**src/rtl/ledger_arbiter.sv**
```systemverilog
// Round-robin arbiter granting NUM_REQ ATM sessions atomic read-modify-write
// access to a shared account-balance store.
module ledger_arbiter #(
   parameter int unsigned NUM_REQ  = 4,
   parameter int unsigned BAL_W    = 20,
   parameter int unsigned ACCT_W   = 4,
   parameter int unsigned INIT_BAL = 1000
) (
   input  logic                      clk,
   input  logic                      rst,
   input  logic [NUM_REQ-1:0]        req,
   input  logic [2*NUM_REQ-1:0]      req_op,
   input  logic [ACCT_W*NUM_REQ-1:0] req_acct,
   input  logic [BAL_W*NUM_REQ-1:0]  req_value,
   output logic [NUM_REQ-1:0]        gnt,
   output logic [NUM_REQ-1:0]        rsp_valid,
   output logic [BAL_W-1:0]          rsp_balance,
   output logic                      rsp_error,
   output logic                      busy
);

   localparam int unsigned PTR_W = $clog2(NUM_REQ);
   localparam int unsigned DEPTH = 2 ** ACCT_W;

   localparam logic [1:0] OP_WD  = 2'b00;
   localparam logic [1:0] OP_DEP = 2'b01;
   localparam logic [1:0] OP_INQ = 2'b10;

   typedef enum logic [2:0] {IDLE, READ, EXEC, WRITE, RESP} state_t;

   state_t              state_q, state_d;
   logic [PTR_W-1:0]    ptr_q, ptr_d;
   logic [PTR_W-1:0]    win_q, win_d;
   logic [1:0]          op_q, op_d;
   logic [ACCT_W-1:0]   acct_q, acct_d;
   logic [BAL_W-1:0]    val_q, val_d;
   logic [BAL_W-1:0]    bal_q, bal_d;
   logic [BAL_W-1:0]    newbal_q, newbal_d;
   logic                err_q, err_d;
   logic [NUM_REQ-1:0]  gnt_q, gnt_d;
   logic [NUM_REQ-1:0]  rsp_valid_q, rsp_valid_d;
   logic [BAL_W-1:0]    rsp_bal_q, rsp_bal_d;
   logic                rsp_err_q, rsp_err_d;
   logic [BAL_W-1:0]    mem_q [DEPTH];
   logic                found;
   logic [BAL_W:0]      sum;

   always_ff @(posedge clk or negedge rst) begin
      if (!rst) begin
         state_q     <= IDLE;
         ptr_q       <= '0;
         win_q       <= '0;
         op_q        <= '0;
         acct_q      <= '0;
         val_q       <= '0;
         bal_q       <= '0;
         newbal_q    <= '0;
         err_q       <= 1'b0;
         gnt_q       <= '0;
         rsp_valid_q <= '0;
         rsp_bal_q   <= '0;
         rsp_err_q   <= 1'b0;
      end else begin
         state_q     <= state_d;
         ptr_q       <= ptr_d;
         win_q       <= win_d;
         op_q        <= op_d;
         acct_q      <= acct_d;
         val_q       <= val_d;
         bal_q       <= bal_d;
         newbal_q    <= newbal_d;
         err_q       <= err_d;
         gnt_q       <= gnt_d;
         rsp_valid_q <= rsp_valid_d;
         rsp_bal_q   <= rsp_bal_d;
         rsp_err_q   <= rsp_err_d;
      end
   end

   // Only successful withdraw/deposit commits; inquiry and errored ops leave the store untouched.
   always_ff @(posedge clk or negedge rst) begin
      if (!rst) begin
         for (int unsigned i = 0; i < DEPTH; i++) begin
            mem_q[i] <= BAL_W'(INIT_BAL);
         end
      end else if (state_q == WRITE && !err_q && op_q != OP_INQ) begin
         mem_q[acct_q] <= newbal_q;
      end
   end

   always_comb begin
      state_d     = state_q;
      ptr_d       = ptr_q;
      win_d       = win_q;
      op_d        = op_q;
      acct_d      = acct_q;
      val_d       = val_q;
      bal_d       = bal_q;
      newbal_d    = newbal_q;
      err_d       = err_q;
      gnt_d       = gnt_q;
      rsp_valid_d = '0;
      rsp_bal_d   = rsp_bal_q;
      rsp_err_d   = rsp_err_q;
      found       = 1'b0;
      sum         = {1'b0, bal_q} + {1'b0, val_q};

      case (state_q)
         IDLE: begin
            // Two passes give the wrap-around scan: ptr..NUM_REQ-1, then 0..ptr-1.
            for (int unsigned j = 0; j < NUM_REQ; j++) begin
               if (!found && j >= 32'(ptr_q) && req[j]) begin
                  found = 1'b1;
                  win_d = PTR_W'(j);
               end
            end
            for (int unsigned j = 0; j < NUM_REQ; j++) begin
               if (!found && req[j]) begin
                  found = 1'b1;
                  win_d = PTR_W'(j);
               end
            end
            if (found) begin
               op_d         = req_op[2*win_d +: 2];
               acct_d       = req_acct[ACCT_W*win_d +: ACCT_W];
               val_d        = req_value[BAL_W*win_d +: BAL_W];
               gnt_d        = '0;
               gnt_d[win_d] = 1'b1;
               state_d      = READ;
            end
         end
         READ: begin
            bal_d   = mem_q[acct_q];
            state_d = EXEC;
         end
         EXEC: begin
            err_d    = 1'b0;
            newbal_d = bal_q;
            case (op_q)
               OP_WD: begin
                  if (val_q > bal_q) err_d = 1'b1;
                  else               newbal_d = bal_q - val_q;
               end
               OP_DEP: begin
                  if (sum[BAL_W]) err_d = 1'b1;
                  else            newbal_d = sum[BAL_W-1:0];
               end
               OP_INQ:  err_d = 1'b0;
               default: err_d = 1'b1;
            endcase
            state_d = WRITE;
         end
         WRITE: begin
            rsp_valid_d[win_q] = 1'b1;
            rsp_bal_d          = newbal_q;
            rsp_err_d          = err_q;
            state_d            = RESP;
         end
         RESP: begin
            gnt_d   = '0;
            ptr_d   = (win_q == PTR_W'(NUM_REQ - 1)) ? '0 : win_q + 1'b1;
            state_d = IDLE;
         end
         default: state_d = IDLE;
      endcase
   end

   assign gnt         = gnt_q;
   assign rsp_valid   = rsp_valid_q;
   assign rsp_balance = rsp_bal_q;
   assign rsp_error   = rsp_err_q;
   assign busy        = (state_q != IDLE);

endmodule

```
**config.mk**
```make
export PLATFORM = sky130hd
export DESIGN_NAME = ledger_arbiter
export DESIGN_NICKNAME = d
export VERILOG_FILES = /design/src/rtl/ledger_arbiter.sv
export SDC_FILE = /design/constraint.sdc
export NUM_CORES = 1
export LEC_CHECK = 0
export ABC_AREA = 1
export BUFFER_PORTS_ARGS = -buffer_cell sky130_fd_sc_hd__buf_2
export CAP_MARGIN = 30
export CORE_MARGIN = 4
export CORE_UTILIZATION = 61
export DETAILED_ROUTE_END_ITERATION = 6
export PLACE_DENSITY = 0.83
export SLEW_MARGIN = 20
export SYNTH_ARGS = -nofsm -noshare
export SYNTH_HDL_FRONTEND = slang
export SYNTH_SLANG_ARGS = --single-unit
```
**constraint.sdc**
```tcl
create_clock -name clk -period 3.2 [get_ports clk]
set_input_delay 0.64 -clock clk [delete_from_list [all_inputs] [get_ports clk]]
set_output_delay 0.64 -clock clk [all_outputs]
set_load 0.005 [all_outputs]
```
==> metrics.yaml, run 1 <==
top_level_ports: 140
finalNonFillerCells: 3282
drt-total-wl_um: 70800
grt_max_degree: 85
rsz0062_at_grt: "no"
coreArea_um2: 34800
crit_required_ns: 3.69
drt-pass1-iter-count: 6
viasPerCell: 6.19
max_freq_mhz: 344
clkSinkCount: 423
setup.worst_path.class: "flip-flop to flip-flop"
ys_types: 42
die_h_um: 196
final_common_cell: "nand2_1"
area_growth_pct: 12.3
power.leakage_nw: 11.7
ys_warn_count: 0
gp_congestion: 0.993
htreeDepth: 2
start_util_pct: 62.1
hold_viol: 0
crit_buf_inv: 3
cts_buffers: 44
fillers: 2719
ys_seq_elements: 423
status: "finished, final reports clean"
dp_hpwl_um: 48600
setup_violations: 0
fin_area_um2: 24300
antenna_found_initial: 0
fp-row-count: 68
slew_violations: 0
critPathMaxStageDelay_ns: 0.50
drc_errors: 0
track_usage_pct: 36.1
seq_area_frac_synth_pct: 49.5
vdd_drop_max_uv: 792
cp_max_fo: 13
drive_gt1_share_pct: 14.3
finalCritPeriodShare_pct: 90.9
cp-start-kind: "flip-flop"
path_delay_family: "simple AND/OR/NAND/NOR gates"
grt_pass1_vias: 19970
tns_ns: 0
design.die.area_um2: 38500
hold_path_class: "input pin to flip-flop"
holdCritStartpoint: "req_value[58]"
worst_path_max_delay_cell: "dfrtp_1"
startpoint: "val_q[3]"
cts_resized: 0
port-buffer-count: 139
wl_per_cell_um: 21.6
finalCriticalPeriod_ns: 2.91
whs_ns: 0.426
cts-root-buf: "clkbuf_16"
clk_pin_slew_ns: 0.06
synthesis.nets: 2874
dp.cells: 3201
avgSynthCellArea_um2: 7.96
die_x_um: 196
grt_pass1_wl_um: 110000
fin_nets: 2949
slew_headroom_pct: 46.6
clockBufferDepth: 3
pre_cts_ws_ns: 0.364
tightest_slew_ns: 0.800
vias: 20305
insertion_delay_ns: 0.61
grt-ovfl-total: 0
maxCapViolations: 0
syn_inst: 2718
place_area_um2: 22800
path_cells: "inv_1, ha_1, inv_1, nand2_1, nand3_1, nand2_1, nand3_1, nand2_1, nand2_2, nand2_2, nand2_2, nand2_1, nand3_1, nand2_1, inv_1"
r2r_start: "val_q[3]"
antenna_left: 0
fin_worst_skew_ns: 0.0315
finalWorstSetupSlack_ns: 0.293
cts_tree: "done"
syn-cell-area_um2: 21600
layout_common_cells: "nand2_1 (879), dfrtp_1 (327), o21ai_0 (324)"
end_kind: "flip-flop"
powerDensity_nw_per_um2: 1120
antennaDiodeCount: 0
timing.critical_path.mode_cell: "nand2_1"
cp.arrival_ns: 3.39
drt_iter0_drc: 2177
-- logic make-up (layout without fill, tap and decap cells) --
logic type | Yosys count | count (layout) | synth area share, %
xor gates and xnor gates | 21 | 21 | 0.851
adders and majority gates | 46 | 46 | 2.73
and+or+nand+nor | 1169 | 1169 | 21.6
DFF | 423 | 423 | 49.5
buffers and inverters | 344 | 453 | 6.34
AOI/OAI and AO/OA | 715 | 715 | 18.9
-- through the flow --
| step | power (mW) | utilization [%] |
|---|---|---|
| 3_5_place_dp | 21.7 | 65.6 |
| 6_report | 27.2 | 69.8 |
| 2_1_floorplan | 17.2 | - |
| 3_3_place_gp | 21.4 | 65.5 |
| 4_1_cts | 27.0 | 69.8 |
| 5_1_grt | 29.0 | 69.8 |
-- path summary, 6_finish.rpt --
| check | slack (ns) | endpoint | cells after the start |
|---|---|---|---|
| worst min register to register | 0.48 | rsp_balance[6] | 2 |
| min in group asynchronous | 0.58 | mem_q[41] | 2 |
| worst max register to register | 0.29 | newbal_q[13] | 15 |
| max in group asynchronous | 1.73 | mem_q[229] | 3 |
| worst max-delay path | 0.29 | newbal_q[13] | 15 |
| worst min-delay path | 0.43 | val_q[18] | 7 |
-- layer usage --
layer / up-vias / track usage (%) / part of all wire, %
li1: 9159 / - / -
met1: 9724 / 48.1 / 39
met2: 1209 / 57.0 / 46
met3: 213 / 8.31 / 10
met4: 0 / 16.2 / 4.5
met5: - / 0 / 0
-- worst min-delay path, delay by kind of cell --
kind                   cells  cell delay [ns]
buffers and inverters      1             0.08
and+or+nand+nor            6             0.27
-- final cells by class --
cell class              instances  area (um^2)  area share [%]
flip-flops and latches        423        10700            44.1
clock inverters                 9          118           0.484
multi-input cells            1951         9570            39.4
well taps                     455          569            2.34
repair buffers                207         1360            5.62
clock buffers                  71         1330            5.49
inverters                     166          623            2.57
-- state kept, by name, summed over array words and instances (netlist names) --
register,count
acct_q,4
bal_q,20
err_q,1
gnt,4
mem_q,320
newbal_q,20
op_q,2
ptr_q,2
rsp_balance,20
rsp_error,1
rsp_valid,4
state_q,3
val_q,20
win_q,2
-- repair_timing --
item / CTS / global route
hold endpoints to repair: 9 / 0
setup buffers: 0 / 0
hold buffers: 1 / 0
-- power breakdown --
| part | switching [mW] | internal [mW] |
|---|---|---|
| clock | 2.22 | 2.88 |
| combinational | 9.25 | 4.00 |
| sequential | 1.36 | 7.49 |
| total | 12.8 | 14.4 |
-- cell usage after synthesis, drive strengths merged --
cell type  count  area, um^2
ha            44         551
and2           2        12.5
o211ai         1        7.51
buf           36         215
o21ai        378        1900
dfrtp        327        8180
a21oi        144         736
nand2        886        3340
clkinv         2        7.51
o21bai         8        60.1
o21a           1        7.51
nand3b         2        15.0
xnor2          2        17.5
nor4           1        6.26
or2            3        18.8
a22oi        169        1270
xor2          19         166
nand4          9        62.6
nand3        120         606
nor3          26         153
inv          164         616
clkbuf       142         533
fa             2        40.0
dfstp         96        2520
a2bb2oi       11        96.3
a21o           2        15.0
and3           1        6.26
nor2         119         457
a211oi         1        7.51
(Power assumes the default switching activity.)
==> inputs of run 2 (changes only) <==
--- a/config.mk
+++ b/config.mk
@@ -5,7 +5,6 @@
 export SDC_FILE = /design/constraint.sdc
 export NUM_CORES = 1
 export LEC_CHECK = 0
-export ABC_AREA = 1
 export BUFFER_PORTS_ARGS = -buffer_cell sky130_fd_sc_hd__buf_2
 export CAP_MARGIN = 30
 export CORE_MARGIN = 4
==> metrics.yaml, run 2 <==
status: "finished, final reports clean"  # unchanged
place_area_um2: 23400  # was 22800 um^2
rsz0062_at_grt: "no"  # unchanged
cts_hold_buf: 0  # was 1
insertion_delay_ns: 0.56  # was 0.61 ns
ys_seq_elements: 423  # unchanged
power.leakage_nw: 11.8  # was 11.7 nW
clk_pin_slew_ns: 0.06  # about the same
grt_pass1_wl_um: 88300  # was 110000 um
dp_hpwl_um: 37400  # was 48600 um
antennaDiodeCount: 0  # unchanged
synth_common_cells: "mux2_2 (367), dfrtp_1 (327), nand2_1 (132)"  # was nand2_1 (879), dfrtp_1 (327), o21ai_0 (324)
tightest_slew_ns: 0.910  # was 0.800 ns
drive_gt1_share_pct: 48.3  # was 14.3%
powerDensity_nw_per_um2: 985  # was 1120 nW/um^2
die_x_um: 197  # was 196 um
r2r_start: "val_q[11]"  # was val_q[3]
drt_iter0_drc: 1065  # was 2177
top_level_ports: 140  # unchanged
start_util_pct: 62.4  # was 62.1%
finalCritPeriodShare_pct: 96.6  # was 90.9%
largest_reg_flops: 320  # unchanged
synth_top_area_share_pct: 37.7  # was 37.8%
rrSetupSlack_ns: 0.11  # was 0.29 ns
cp_max_fo: 5  # was 13
port-buffer-count: 139  # unchanged
drt-pass1-iter-count: 5  # was 6
design.die.area_um2: 38700  # was 38500 um^2
yosysMostFrequentCell: "mux2_2"  # was nand2_1
grt_pass1_vias: 15633  # was 19970
coreArea_um2: 34800  # unchanged
ys_warn_count: 0  # unchanged
async_flop_share_pct: 100  # unchanged
synthesis.nets: 1835  # was 2874
antenna_left: 0  # unchanged
fin_nets: 2000  # was 2949
synth_area_leaders: "dfrtp_1 (38%), mux2_2 (19%), dfstp_2 (12%), mux4_2 (10%), ha_1 (2.5%)"  # was dfrtp_1 (38%), nand2_1 (15%), dfstp_2 (12%), o21ai_0 (7.5%), a22oi_1 (5.9%)
syn_inst: 1679  # was 2718
slew_violations: 0  # unchanged
slew_headroom_pct: 39.3  # was 46.6%
antenna_found_initial: 3  # was 0
gp_congestion: 0.914  # was 0.993
maxCapViolations: 0  # unchanged
r2r_cells: 10  # was 15
r2r-end: "newbal_q[8]"  # was newbal_q[13]
grt_max_degree: 98  # was 85
wl_per_cell_um: 23.7  # was 21.6 um
final_common_cell: "mux2_2"  # was nand2_1
viasPerCell: 6.29  # was 6.19
hold_path_class: "input pin to async pin"  # was input pin to flip-flop
clockBufferDepth: 3  # unchanged
finalCriticalPeriod_ns: 3.09  # was 2.91 ns
fin_area_um2: 25000  # was 24300 um^2
track_usage_pct: 28.6  # was 36.1%
die_h_um: 197  # was 196 um
tns_ns: 0  # unchanged
syn-cell-area_um2: 21700  # was 21600 um^2
cp.arrival_ns: 3.47  # was 3.39 ns
cts_buffers: 43  # was 44
synth_edf_count: 0  # unchanged
fillers: 2259  # was 2719
grt-ovfl-total: 0  # unchanged
fp-row-count: 68  # unchanged
ys_types: 69  # was 42
htreeDepth: 2  # unchanged
area_growth_pct: 15.3  # was 12.3%
drc_errors: 0  # unchanged
cts_tree: "done"  # unchanged
cp-start-kind: "flip-flop"  # unchanged
max_freq_mhz: 323  # was 344 MHz
yosys.area.top_type: "dfrtp_1"  # unchanged
final_util_pct: 72.0  # was 69.8%
cts-root-buf: "clkbuf_16"  # unchanged
drt-total-wl_um: 55300  # was 70800 um
layout_common_cells: "mux2_2 (367), dfrtp_1 (324), buf_2 (138)"  # was nand2_1 (879), dfrtp_1 (327), o21ai_0 (324)
clkSinkCount: 423  # unchanged
top_register: "mem_q"  # unchanged
ys.flop_type: "dfrtp_1"  # unchanged
setup_violations: 0  # unchanged
end_kind: "flip-flop"  # unchanged
vdd_drop_max_uv: 667  # was 792 uV
avgSynthCellArea_um2: 12.9  # was 7.96 um^2
seq_area_frac_synth_pct: 49.3  # was 49.5%
setup.worst_path.class: "flip-flop to flip-flop"  # unchanged
crit_required_ns: 3.57  # was 3.69 ns
fin_worst_skew_ns: 0.0207  # was 0.0315 ns
hold_viol: 0  # unchanged
vias: 14664  # was 20305
run 2: worst max path at each step:
stage	from	end	slack, ns	cells after the start
after floorplan	val_q[12]	newbal_q[8]	0.14	11
after global placement	val_q[12]	newbal_q[8]	0.07	10
after detailed placement	val_q[12]	newbal_q[8]	0.01	10
after CTS	val_q[11]	newbal_q[8]	0.03	10
after global routing	val_q[11]	newbal_q[3]	0.002	11
final	val_q[11]	newbal_q[8]	0.11	10
run 2: area by class of cell:
type	instances	area, um^2	share of cell area, %
inverter	48	180	0.720
tap	455	569	2.27
timing repair buffer	243	1650	6.60
clock inverter	13	185	0.740
clock buffer	66	1300	5.20
multi-input combinational	1085	10400	41.7
sequential	423	10700	42.8
run 2: logic make-up (layout without fill, tap and decap cells):
family | count (synthesis) | in the layout | share of synthesized area [%]
compound gates | 218 | 218 | 6.44
xor+xnor | 13 | 13 | 0.524
fa+ha+maj | 46 | 46 | 2.72
buf+inv | 171 | 370 | 3.09
flops | 423 | 423 | 49.3
mux | 523 | 523 | 32.0
simple gates | 285 | 285 | 5.97
run 2: timing repair:
| action | in CTS | in global routing |
|---|---|---|
| setup buffers | 0 | 5 |
| resized for setup | 0 | 15 |
| setup endpoints to repair | 0 | 12 |
run 2: per-stage QoR:
stage | hold slack [ns] | power [mW] | worst slack, ns | instances
floorplan | 0.344 | 15.9 | 0.136 | 1679
global placement | 0.454 | 18.7 | 0.0727 | 2249
detailed placement | 0.457 | 19.2 | 0.0139 | 2249
CTS | 0.0822 | 24.6 | 0.0255 | 2328
global route | 0.102 | 26.1 | 0.00244 | 2333
finish | 0.0664 | 24.7 | 0.108 | 2333
run 2: layer usage:
layer | vias up | share of wire (%) | routed length, um | track usage (%)
met5 | - | 0.049 | 27 | 0
met4 | 4 | 2.6 | 1420 | 7.88
met3 | 124 | 6.9 | 3800 | 5.50
met2 | 561 | 48 | 26600 | 47.4
met1 | 7496 | 42 | 23400 | 39.5
li1 | 6479 | - | - | -
run 2: report_power, final:
group	total [mW]	switching, mW	internal (mW)
sequential	9.78	2.09	7.68
combinational	9.69	4.71	4.97
clock	5.20	2.13	3.07
run 2: worst max-delay path, stage by stage (launching register included):
cell      delay (ns)
dfrtp_1         0.37
inv_1           0.05
ha_1            0.31
or3_4           0.38
or3_4           0.35
a211o_1         0.27
a2111o_1        0.49
nand2_4         0.14
mux2_4          0.31
a22oi_2         0.15
a31oi_1         0.10
